File: src/rtl/top_level.sv
// Purpose: LFSR decryption engine; recovers taps and seed from the space preamble, decrypts a 64-byte message from DM.
// Latency: a run takes about 300 cycles or less from the req falling edge to ack (9x9 tap search, scan, 2 cycles per byte).
// Backpressure: none; req high holds the engine idle or abandons a run, and ack holds until req or init is raised.

// Single-port byte memory with combinational read; contents are deliberately not reset.
module data_mem (
   input  logic       clk,
   input  logic       we,
   input  logic [7:0] addr,
   input  logic [7:0] wdat,
   output logic [7:0] rdat
);
   logic [7:0] core [0:255];

   // one write per cycle, no reset so a preloaded image survives init
   always_ff @(posedge clk) begin
      if (we) core[addr] <= wdat;
   end

   assign rdat = core[addr];
endmodule

module top_level #(
   parameter int MSG_BASE = 64,
   parameter int OUT_BASE = 0,
   parameter int MIN_PRE  = 10
) (
   input  logic clk,
   input  logic init,
   input  logic req,
   output logic ack
);
   typedef enum logic [2:0] {IDLE, SEED, SEARCH, SCAN, DECRYPT, DONE} state_t;

   state_t     state, state_nxt;
   logic [6:0] seed, seed_nxt;          // L[0], recovered from the first preamble byte
   logic [6:0] lfsr, lfsr_nxt;          // keystream value for the byte at idx
   logic [3:0] pat, pat_nxt;            // index into the legal tap table
   logic [6:0] idx, idx_nxt;            // message byte index (0..64)
   logic [6:0] oidx, oidx_nxt;          // output byte index (0..64)
   logic       wr_phase, wr_phase_nxt;  // decrypt: 0 = read/decode, 1 = write back
   logic [7:0] out_byte, out_byte_nxt;

   logic [7:0] mem_addr;
   logic [7:0] mem_wdat;
   logic [7:0] mem_rdat;
   logic       mem_we;

   logic [6:0] taps;
   logic [6:0] l_step;
   logic [6:0] dec;
   logic       par_ok;

   data_mem DM (
      .clk  (clk),
      .we   (mem_we),
      .addr (mem_addr),
      .wdat (mem_wdat),
      .rdat (mem_rdat)
   );

   function automatic logic [6:0] tap_pattern(input logic [3:0] p);
      case (p)
         4'd0:    return 7'h60;
         4'd1:    return 7'h48;
         4'd2:    return 7'h78;
         4'd3:    return 7'h72;
         4'd4:    return 7'h6A;
         4'd5:    return 7'h69;
         4'd6:    return 7'h5C;
         4'd7:    return 7'h7E;
         default: return 7'h7B;
      endcase
   endfunction

   assign taps   = tap_pattern(pat);
   assign l_step = {lfsr[5:0], ^(lfsr & taps)};
   assign dec    = mem_rdat[6:0] ^ lfsr;
   assign par_ok = ~(^mem_rdat);
   assign ack    = (state == DONE);

   // state and datapath registers; init clears control state but never memory
   always_ff @(posedge clk or posedge init) begin
      if (init) begin
         state    <= IDLE;
         seed     <= '0;
         lfsr     <= '0;
         pat      <= '0;
         idx      <= '0;
         oidx     <= '0;
         wr_phase <= 1'b0;
         out_byte <= '0;
      end else begin
         state    <= state_nxt;
         seed     <= seed_nxt;
         lfsr     <= lfsr_nxt;
         pat      <= pat_nxt;
         idx      <= idx_nxt;
         oidx     <= oidx_nxt;
         wr_phase <= wr_phase_nxt;
         out_byte <= out_byte_nxt;
      end
   end

   // next-state, datapath updates and memory port control
   always_comb begin
      state_nxt    = state;
      seed_nxt     = seed;
      lfsr_nxt     = lfsr;
      pat_nxt      = pat;
      idx_nxt      = idx;
      oidx_nxt     = oidx;
      wr_phase_nxt = wr_phase;
      out_byte_nxt = out_byte;
      mem_addr     = 8'(MSG_BASE) + {1'b0, idx};
      mem_we       = 1'b0;
      mem_wdat     = out_byte;

      case (state)
         IDLE: begin
            idx_nxt = '0;
            if (!req) state_nxt = SEED;
         end
         SEED: begin
            // the preamble decodes to zero, so the first byte is the seed itself
            seed_nxt  = mem_rdat[6:0];
            lfsr_nxt  = mem_rdat[6:0];
            pat_nxt   = '0;
            idx_nxt   = 7'd1;
            state_nxt = SEARCH;
         end
         SEARCH: begin
            if (mem_rdat[6:0] == l_step) begin
               if (idx == 7'(MIN_PRE - 1)) begin
                  lfsr_nxt  = seed;
                  idx_nxt   = '0;
                  state_nxt = SCAN;
               end else begin
                  lfsr_nxt = l_step;
                  idx_nxt  = idx + 7'd1;
               end
            end else begin
               lfsr_nxt = seed;
               idx_nxt  = 7'd1;
               if (pat == 4'd8) begin
                  // no pattern fits the preamble: fall back to the first one
                  pat_nxt   = '0;
                  idx_nxt   = '0;
                  state_nxt = SCAN;
               end else begin
                  pat_nxt = pat + 4'd1;
               end
            end
         end
         SCAN: begin
            if (idx != 7'd64 && par_ok && dec == 7'd0) begin
               lfsr_nxt = l_step;
               idx_nxt  = idx + 7'd1;
            end else begin
               // idx now equals the leading-space count
               oidx_nxt     = '0;
               wr_phase_nxt = 1'b0;
               state_nxt    = DECRYPT;
            end
         end
         DECRYPT: begin
            if (idx == 7'd64) begin
               // message consumed: zero-fill the tail vacated by stripped spaces
               if (oidx == 7'd64) begin
                  state_nxt = DONE;
               end else begin
                  mem_addr = 8'(OUT_BASE) + {1'b0, oidx};
                  mem_we   = 1'b1;
                  mem_wdat = 8'h00;
                  oidx_nxt = oidx + 7'd1;
               end
            end else if (!wr_phase) begin
               out_byte_nxt = {~par_ok, dec};
               wr_phase_nxt = 1'b1;
            end else begin
               mem_addr     = 8'(OUT_BASE) + {1'b0, oidx};
               mem_we       = 1'b1;
               mem_wdat     = out_byte;
               oidx_nxt     = oidx + 7'd1;
               idx_nxt      = idx + 7'd1;
               lfsr_nxt     = l_step;
               wr_phase_nxt = 1'b0;
            end
         end
         DONE: begin
            state_nxt = DONE;
         end
         default: begin
            state_nxt = IDLE;
         end
      endcase

      // req high abandons any run; bytes already written are left in place
      if (req) begin
         state_nxt = IDLE;
         mem_we    = 1'b0;
      end
   end
endmodule

File: config.mk
export PLATFORM = sky130hd
export DESIGN_NAME = top_level
export DESIGN_NICKNAME = d
export VERILOG_FILES = /design/src/rtl/top_level.sv
export SDC_FILE = /design/constraint.sdc
export NUM_CORES = 2
export LEC_CHECK = 0
export ABC_AREA = 1
export CAP_MARGIN = 5
export CORE_ASPECT_RATIO = 1.25
export CORE_MARGIN = 2
export CORE_UTILIZATION = 60
export CTS_BUF_LIST = sky130_fd_sc_hd__clkbuf_8 sky130_fd_sc_hd__clkbuf_16
export CTS_CLUSTER_DIAMETER = 100
export DETAILED_ROUTE_END_ITERATION = 16
export GPL_ROUTABILITY_DRIVEN = 0
export GPL_TIMING_DRIVEN = 0
export PLACE_DENSITY = 0.72
export SETUP_SLACK_MARGIN = 0.2
export SLEW_MARGIN = 40
export SYNTH_ARGS = -nofsm -noshare
export SYNTH_HDL_FRONTEND = slang
export SYNTH_HIERARCHICAL = 1
export SYNTH_SLANG_ARGS = --single-unit
File: constraint.sdc
create_clock -name clk -period 10.5 [get_ports clk]
set_input_delay 2.1 -clock clk [delete_from_list [all_inputs] [get_ports clk]]
set_output_delay 2.1 -clock clk [all_outputs]
set_load 0.005 [all_outputs]
# --- After elaboration in Yosys (flattened, before gate mapping) ---
# Memories as Yosys holds them, arrays and structs flattened.
# Cells that the tools add are included.
totals:
  romBits: 48
  output_inout_bits: 1
  latch_bits: 0
  in_bits: 3
  mem_count: 2
  register_bits: 44
  mem_bits_rw: 2048
memory_table:
  columns: ["memory", "depth", "width", "read_ports", "rd_clocked_by_memory_dff", "write_ports", "line_no", "text"]
  rows:
  - ["DM.core", 256, 8, 1, 0, 1, "13", "logic [7:0] core [0:255];"]
  - ["(name not given)", 8, 6, 1, 0, 0, "63", "case (p)"]
op_classes:
  muxes: 48
  add_sub_neg: 4
  div_mod_pow: 0
  mul: 0
  shifts: 0
  magnitude_cmp: 0
  reduce_logical: 17
  eq_ne: 23
  bitwise: 5
ops:
  columns: ["operator", "count"]
  rows:
  - ["7-bit 2-to-1 mux", 15]
  - ["8-bit 2-to-1 mux", 7]
  - ["7-bit case mux with 5 select lines", 1]
  - ["7-bit case mux with 4 select lines", 1]
  - ["3-bit 2-to-1 mux", 7]
  - ["3-bit case mux with 6 select lines", 1]
  - ["3-bit inequality test (second input constant)", 5]
  - ["7-bit by 1-bit adder with 7-bit output (second input constant)", 2]
  - ["7-bit equality test (second input constant)", 2]
  - ["7-bit case mux with 2 select lines", 1]
  - ["4-bit AND reduction", 3]
  - ["1-bit 2-to-1 mux", 11]
  - ["2-bit inequality test (second input constant)", 5]
  - ["7-bit by 7-bit adder with 8-bit output (first input constant)", 1]
  - ["4-bit 2-to-1 mux", 2]
  - ["4-bit inequality test (second input constant)", 2]
  - ["4-bit case mux with 2 select lines", 1]
  - ["8-bit parity", 1]
  - ["7-bit bitwise AND", 1]
  - ["7-bit by 4-bit equality test with 1-bit output (second input constant)", 1]
  - ["7-bit equality test", 1]
  - ["7-bit logical NOT", 1]
  - ["7-bit inequality test (second input constant)", 1]
  - ["7-bit parity", 1]
  - ["other kinds (16)", 23]

# --- Longest topological paths before layout ---
# An unclocked memory read counts as a cell.
logic_depth:
  word_depth: 12
  ltp_mapped: 38
  mapped_depth_nobuf: 35

# --- Hierarchy ---
# The synthesis kept the hierarchy.
by_module_without_submodules:
  columns: ["mod", "cells_per_inst", "seq_area_each_um2", "area_per_inst_um2", "n_inst"]
  rows:
  - ["data_mem", 8013, 61499.0, 84696.2, 1]
  - ["top_level", 473, 1101.1, 3353.2, 1]

# --- Worst setup path after synthesis ---
# Ideal clock, no wire load.
synth_timing:
  path_kind: "register to register"
  start: "reg oidx[0]"
  end: "mem DM.core[0][0], data pin"
  required_time_ps: 9107
  t_arrival_ps: 7024
  path_slack_ps: 2083
  synth_period_minus_slack_ps: 8417
  stages_incl_launch_ff: 7
  n_path_buf: 0
  setup_time_ps: 1393
  path_cell_list: "dfrtp_1 inv_1 ha_1 nand4_1 nor3_1 nor3_1 nor2_1"
synth_between:
  elab_chain_cells: 4
synth_lines:
  columns: ["item", "line_no", "text"]
  rows:
  - ["start: declaration", "40", "logic [6:0] oidx, oidx_nxt;"]
  - ["start signal: assignment", "99", "oidx <= oidx_nxt;"]
  - ["7-bit equality test", "169", "if (oidx == 7'd64) begin"]
  - ["8-bit 2-to-1 mux", "169", null]
  - ["8-bit 2-to-1 mux", "167", "if (idx == 7'd64) begin"]
  - ["8-bit 2-to-1 mux", "119", "case (state)"]
  - ["net mem_wdat[0]", "45", "logic [7:0] mem_wdat;"]
  - ["end: declaration", "13", null]
# The timed path passes the listed nets, and every way through them passes these cells.

# --- Worst setup path after layout ---
layout_timing:
  start: "reg idx[0]"
  end: "reg state[1]"
layout_between:
  elab_chain_cells: 11
  word_cells_on_any_way: 24
layout_lines:
  columns: ["item", "line_no", "text"]
  rows:
  - ["start: declaration", "39", "logic [6:0] idx, idx_nxt;"]
  - ["start signal: assignment", "98", "idx <= idx_nxt;"]
  - ["7-bit by 7-bit adder with 8-bit output", "115", "mem_addr = 8'(MSG_BASE) + {1'b0, idx};"]
  - ["8-bit 2-to-1 mux (on tied branches)", "177, 169", null]
  - ["8-bit 2-to-1 mux", "167", null]
  - ["8-bit 2-to-1 mux (*)", "119", null]
  - ["net mem_addr[0]", "44", "logic [7:0] mem_addr;"]
  - ["memory read 256 x 8 bit (*)", null, null]
  - ["net mem_rdat[6]", "46", "logic [7:0] mem_rdat;"]
  - ["8-bit parity", "79", "assign par_ok = ~(^mem_rdat);"]
  - ["1-bit inverter", "79", null]
  - ["1-bit logical AND (2 in a row)", "156", "if (idx != 7'd64 && par_ok && dec == 7'd0) begin"]
  - ["3-bit inequality test (no source line)", null, null]
  - ["5-bit AND reduction (no source line)", null, null]
  - ["end signal: assignment", "94", "state <= state_nxt;"]
  - ["end: declaration", "35", "state_t state, state_nxt;"]
# Mark *: on every way through the listed nets, which the timed path passes. The rest lies on a longest branch.
# A chain may end at the register's enable or synchronous reset.

==> results.txt <==
Setup violations remaining at the end of the flow were counted as 0. After the last flow step, the layout net total stands at 8,810. The final critical path takes up 69.0% of the cycle. The area of the placeable core came out at 146,000 um2. The run finished with clean final reports.

The run gives 44.2% as the power share of the sequential group. The worst hold path belongs to the class register to register. The post-cts gate resize count is 0, and the worst relative slew slack is 40.3%.

The die covers 150,000 um2. Measured against the total synthesized area, the mux share comes to 0%. After Yosys synthesis, and, or, nand and nor cells account for 24.3% of the synthesized area.

The number of synthesized flops with an enable pin was 2,048. The kind of launch point of the worst setup path was a register. For this run, the detailed router's first-pass iteration total came to 9. Area of the mapped netlist: 88,000 um2. When the netlist entered floorplanning its net count stood at 8,498. VDD sags by at most 235 uV.

The tools report the data arrival time at the worst-slack endpoint as 7990 ps. The number of pins exceeding their max-slew limit in the final report is 0, and the share of post-route cells with drive strength above 1 is 7.67%. The highest metal layer used by the detailed router is met5. The cell that appears most often on the critical path is nand2_1. The logs give 261 mm for the final wirelength and 29.4% for the proportion of power drawn by the clock network. In the layout the commonest cells are nand2_1, edfxtp_1, nor2_1. The logs give 0 for the number of hold violations in the final report and 16.0 mW for the internal power.

Adding up every negative setup slack in the final design gives 0 ps. CTS built an H-tree with a depth of 4. The total number of vias was 62,184. The logs give 10,866 for the final cell count without fillers and 521 ps for the worst hold margin. Of the synthesized area, sequential elements account for 71.1%. The wire length on met2 was 119 mm; the number of port buffers was 3. Buffers added to address setup during post-CTS repair amount to 0. The actual slew at the worst max-slew pin was 895 ps. After detailed routing, the number of vias per cell comes to 5.72.

TritonCTS built the clock tree. The run gives 0 as the aggregate global routing overflow. Combinational cells account for 26.4% of the total power. For this design the total switching power over the nets is 7.58 mW.

The die height works out to 432 um. After clock tree synthesis, the clock-pin slew on the worst setup and hold paths is 70 ps. On the final layout, the worst clock skew is 22.6 ps. Global routing used 34.9% of the available tracks.

Net switching is 32.2% of the power. The count of hold-fix buffers inserted at cts was 0; the maximum frequency from static timing analysis was 138 MHz. Summing the areas of all compound-gate instances in the mapped netlist gives 1.61% of the synthesized area. The floorplan has 157 rows. The tree is rooted in a clkbuf_16. The critical path is of the register to register type.

The run gives 187 mm as the half-perimeter wire length of the detailed placement result. Synthesis inferred 2,092 register bits. For this design the static power due to leakage is 39.9 nW. The primary flip-flop cell chosen by synthesis mapping was edfxtp_1.

The endpoint kind of the worst setup timing path is a register. Once the floorplan was initialized, standard cells occupied 60.2% of the core. The Yosys step of the flow raised 6 warnings. The delay of the slowest critical-path stage is 460 ps, and the average detailed-routed wire length per instance is 24.0 um.

Of the total synthesized cell area, the portion taken by XOR and XNOR cells is 0.199%. The logs give 26.0 mm for the total met3 wirelength after detailed routing and 8,240 for the number of DRC markers in iteration 0. For the number of violations of the max-capacitance limit, the log shows 0. The count of nets left with antenna violations once routing finished came out at 0.

The number of library cell types mapped by synthesis is 46. The largest individual stage delay along the critical path comes from the cell dfrtp_1. For the clock latency at the later pin of the worst-skew pair, the log shows 860 ps. Entering global routing, the biggest net connects 36 pins. The width of the die came out at 347 um. For the post-synthesis cell count, the log shows 8,486. The share of synthesized flip-flops with an asynchronous set or reset is 2.10%. The count of pins on the block boundary is 4, and the average cell area after synthesis is 10.4 um2. By area, the combinational part of the netlist is dominated by simple AND/OR/NAND/NOR gates. The routed metal-1 wirelength is 90.8 mm. The number of remaining DRC errors came out at 0. The signed area change from the synthesized netlist to the final layout is 12.6%, and the clock tree buffer depth is 3. After Yosys synthesis, full adders, half adders and majority gates account for 0.128% of the synthesized area. For the required time reported for the critical path endpoint, the log shows 11,240 ps.

In this run the power density over the cells is 238 nW/um2. The clock sink count is 2,092. Including well taps, the total number of placed cells is 10,512. The tools report the total clock buffers created by CTS as 192.

Along the worst path, the maximum fanout reaches 10. The library cell used most frequently in the layout, excluding fill and tap cells, is nand2_1. The first global-routing pass estimated 377 mm of wire. The number of global-route vias before repair is 59,544, and the post-layout minimum cycle time is 7240 ps. Setup repair after global routing left no endpoint under its margin. The tools report the initial antenna violation count as 4.
==> worst paths after layout <==
path | startpoint | endpoint | slack [ps] | depth (start not counted)
setup / recovery | idx[0] | state[1] | 3260 | 34
hold / removal | seed[6] | seed[6] | 520 | 2
setup reg to reg | idx[0] | state[1] | 3260 | 34
hold reg to reg | seed[6] | seed[6] | 520 | 2
max in group asynchronous | init | pat[0] | 8540 | 3
min in group asynchronous | init | out_byte[7] | 1520 | 2
==> kinds of logic (layout without fill, tap and decap cells) <==
logic type,Yosys count,count (layout)
DFF,2092,2092
xor gates and xnor gates,20,20
adders and majority gates,9,9
AOI/OAI and AO/OA,265,265
and+or+nand+nor,5565,5565
buffers and inverters,535,1001
other,0,6
==> power by group through the flow <==
stage	Sequential, mW	Clock (mW)	Combinational, mW
6_report	10.4	6.92	6.23
5_1_grt	10.4	7.22	6.66
4_1_cts	10.4	6.89	6.09
3_5_place_dp	10.6	0	6.05
3_3_place_gp	11.4	0	4.76
2_1_floorplan	11.0	0	2.95
==> layer usage <==
layer  up-vias  track usage, %
li1      28517               -
met1     29288            41.6
met2      3542            54.7
met3       835            7.40
met4         2            29.2
met5         -               0
==> registers in the layout (all words and copies together), names as in the netlist <==
register / flops
idx: 7
seed: 7
wr_phase: 1
lfsr: 7
oidx: 7
state: 3
DM/core: 2048
out_byte: 8
pat: 4
==> synth_stat cells (13+ instances only) <==
cell | n | area [um2]
clkbuf_1 | 174 | 653
edfxtp_1 | 2048 | 61500
inv_2 | 15 | 56.3
nand2_1 | 4884 | 18300
nand3_1 | 218 | 1090
o21ai_1 | 120 | 601
nand4_1 | 13 | 81.3
buf_2 | 186 | 931
buf_1 | 52 | 195
o21ai_0 | 74 | 370
dfrtp_1 | 44 | 1100
a21oi_1 | 41 | 205
inv_1 | 90 | 338
nor2_1 | 406 | 1520
==> worst max-delay path: cells and delay by family (launching register included) <==
kind	cells	cell delay (ps)
AOI/OAI and AO/OA	3	860
DFF	1	460
and+or+nand+nor	22	3710
adders and majority gates	1	170
buffers and inverters	8	1880
==> metrics by stage <==
stage	setup WS (ps)	instance area (um2)	util, %	power [mW]
2_1_floorplan	2080	88000	-	13.9
4_1_cts	3770	99100	67.8	23.4
3_5_place_dp	3820	93000	63.6	16.6
5_1_grt	3280	99100	67.8	24.3
6_report	3260	99100	67.8	23.6
3_3_place_gp	-8660	90500	61.9	16.2
==> area by class of cell <==
cell class              instances  area [um2]
diodes                          6        15.0
plain buffers                 427        1950
clock buffers                 196        4890
clock inverters               152        1240
fillers                     10493       47000
inverters                     108         413
multi-input cells            5859       23200
flip-flops and latches       2092       62600
well taps                    1908        2390
repair buffers                118        2410
Power figures use the tool's default switching activity.
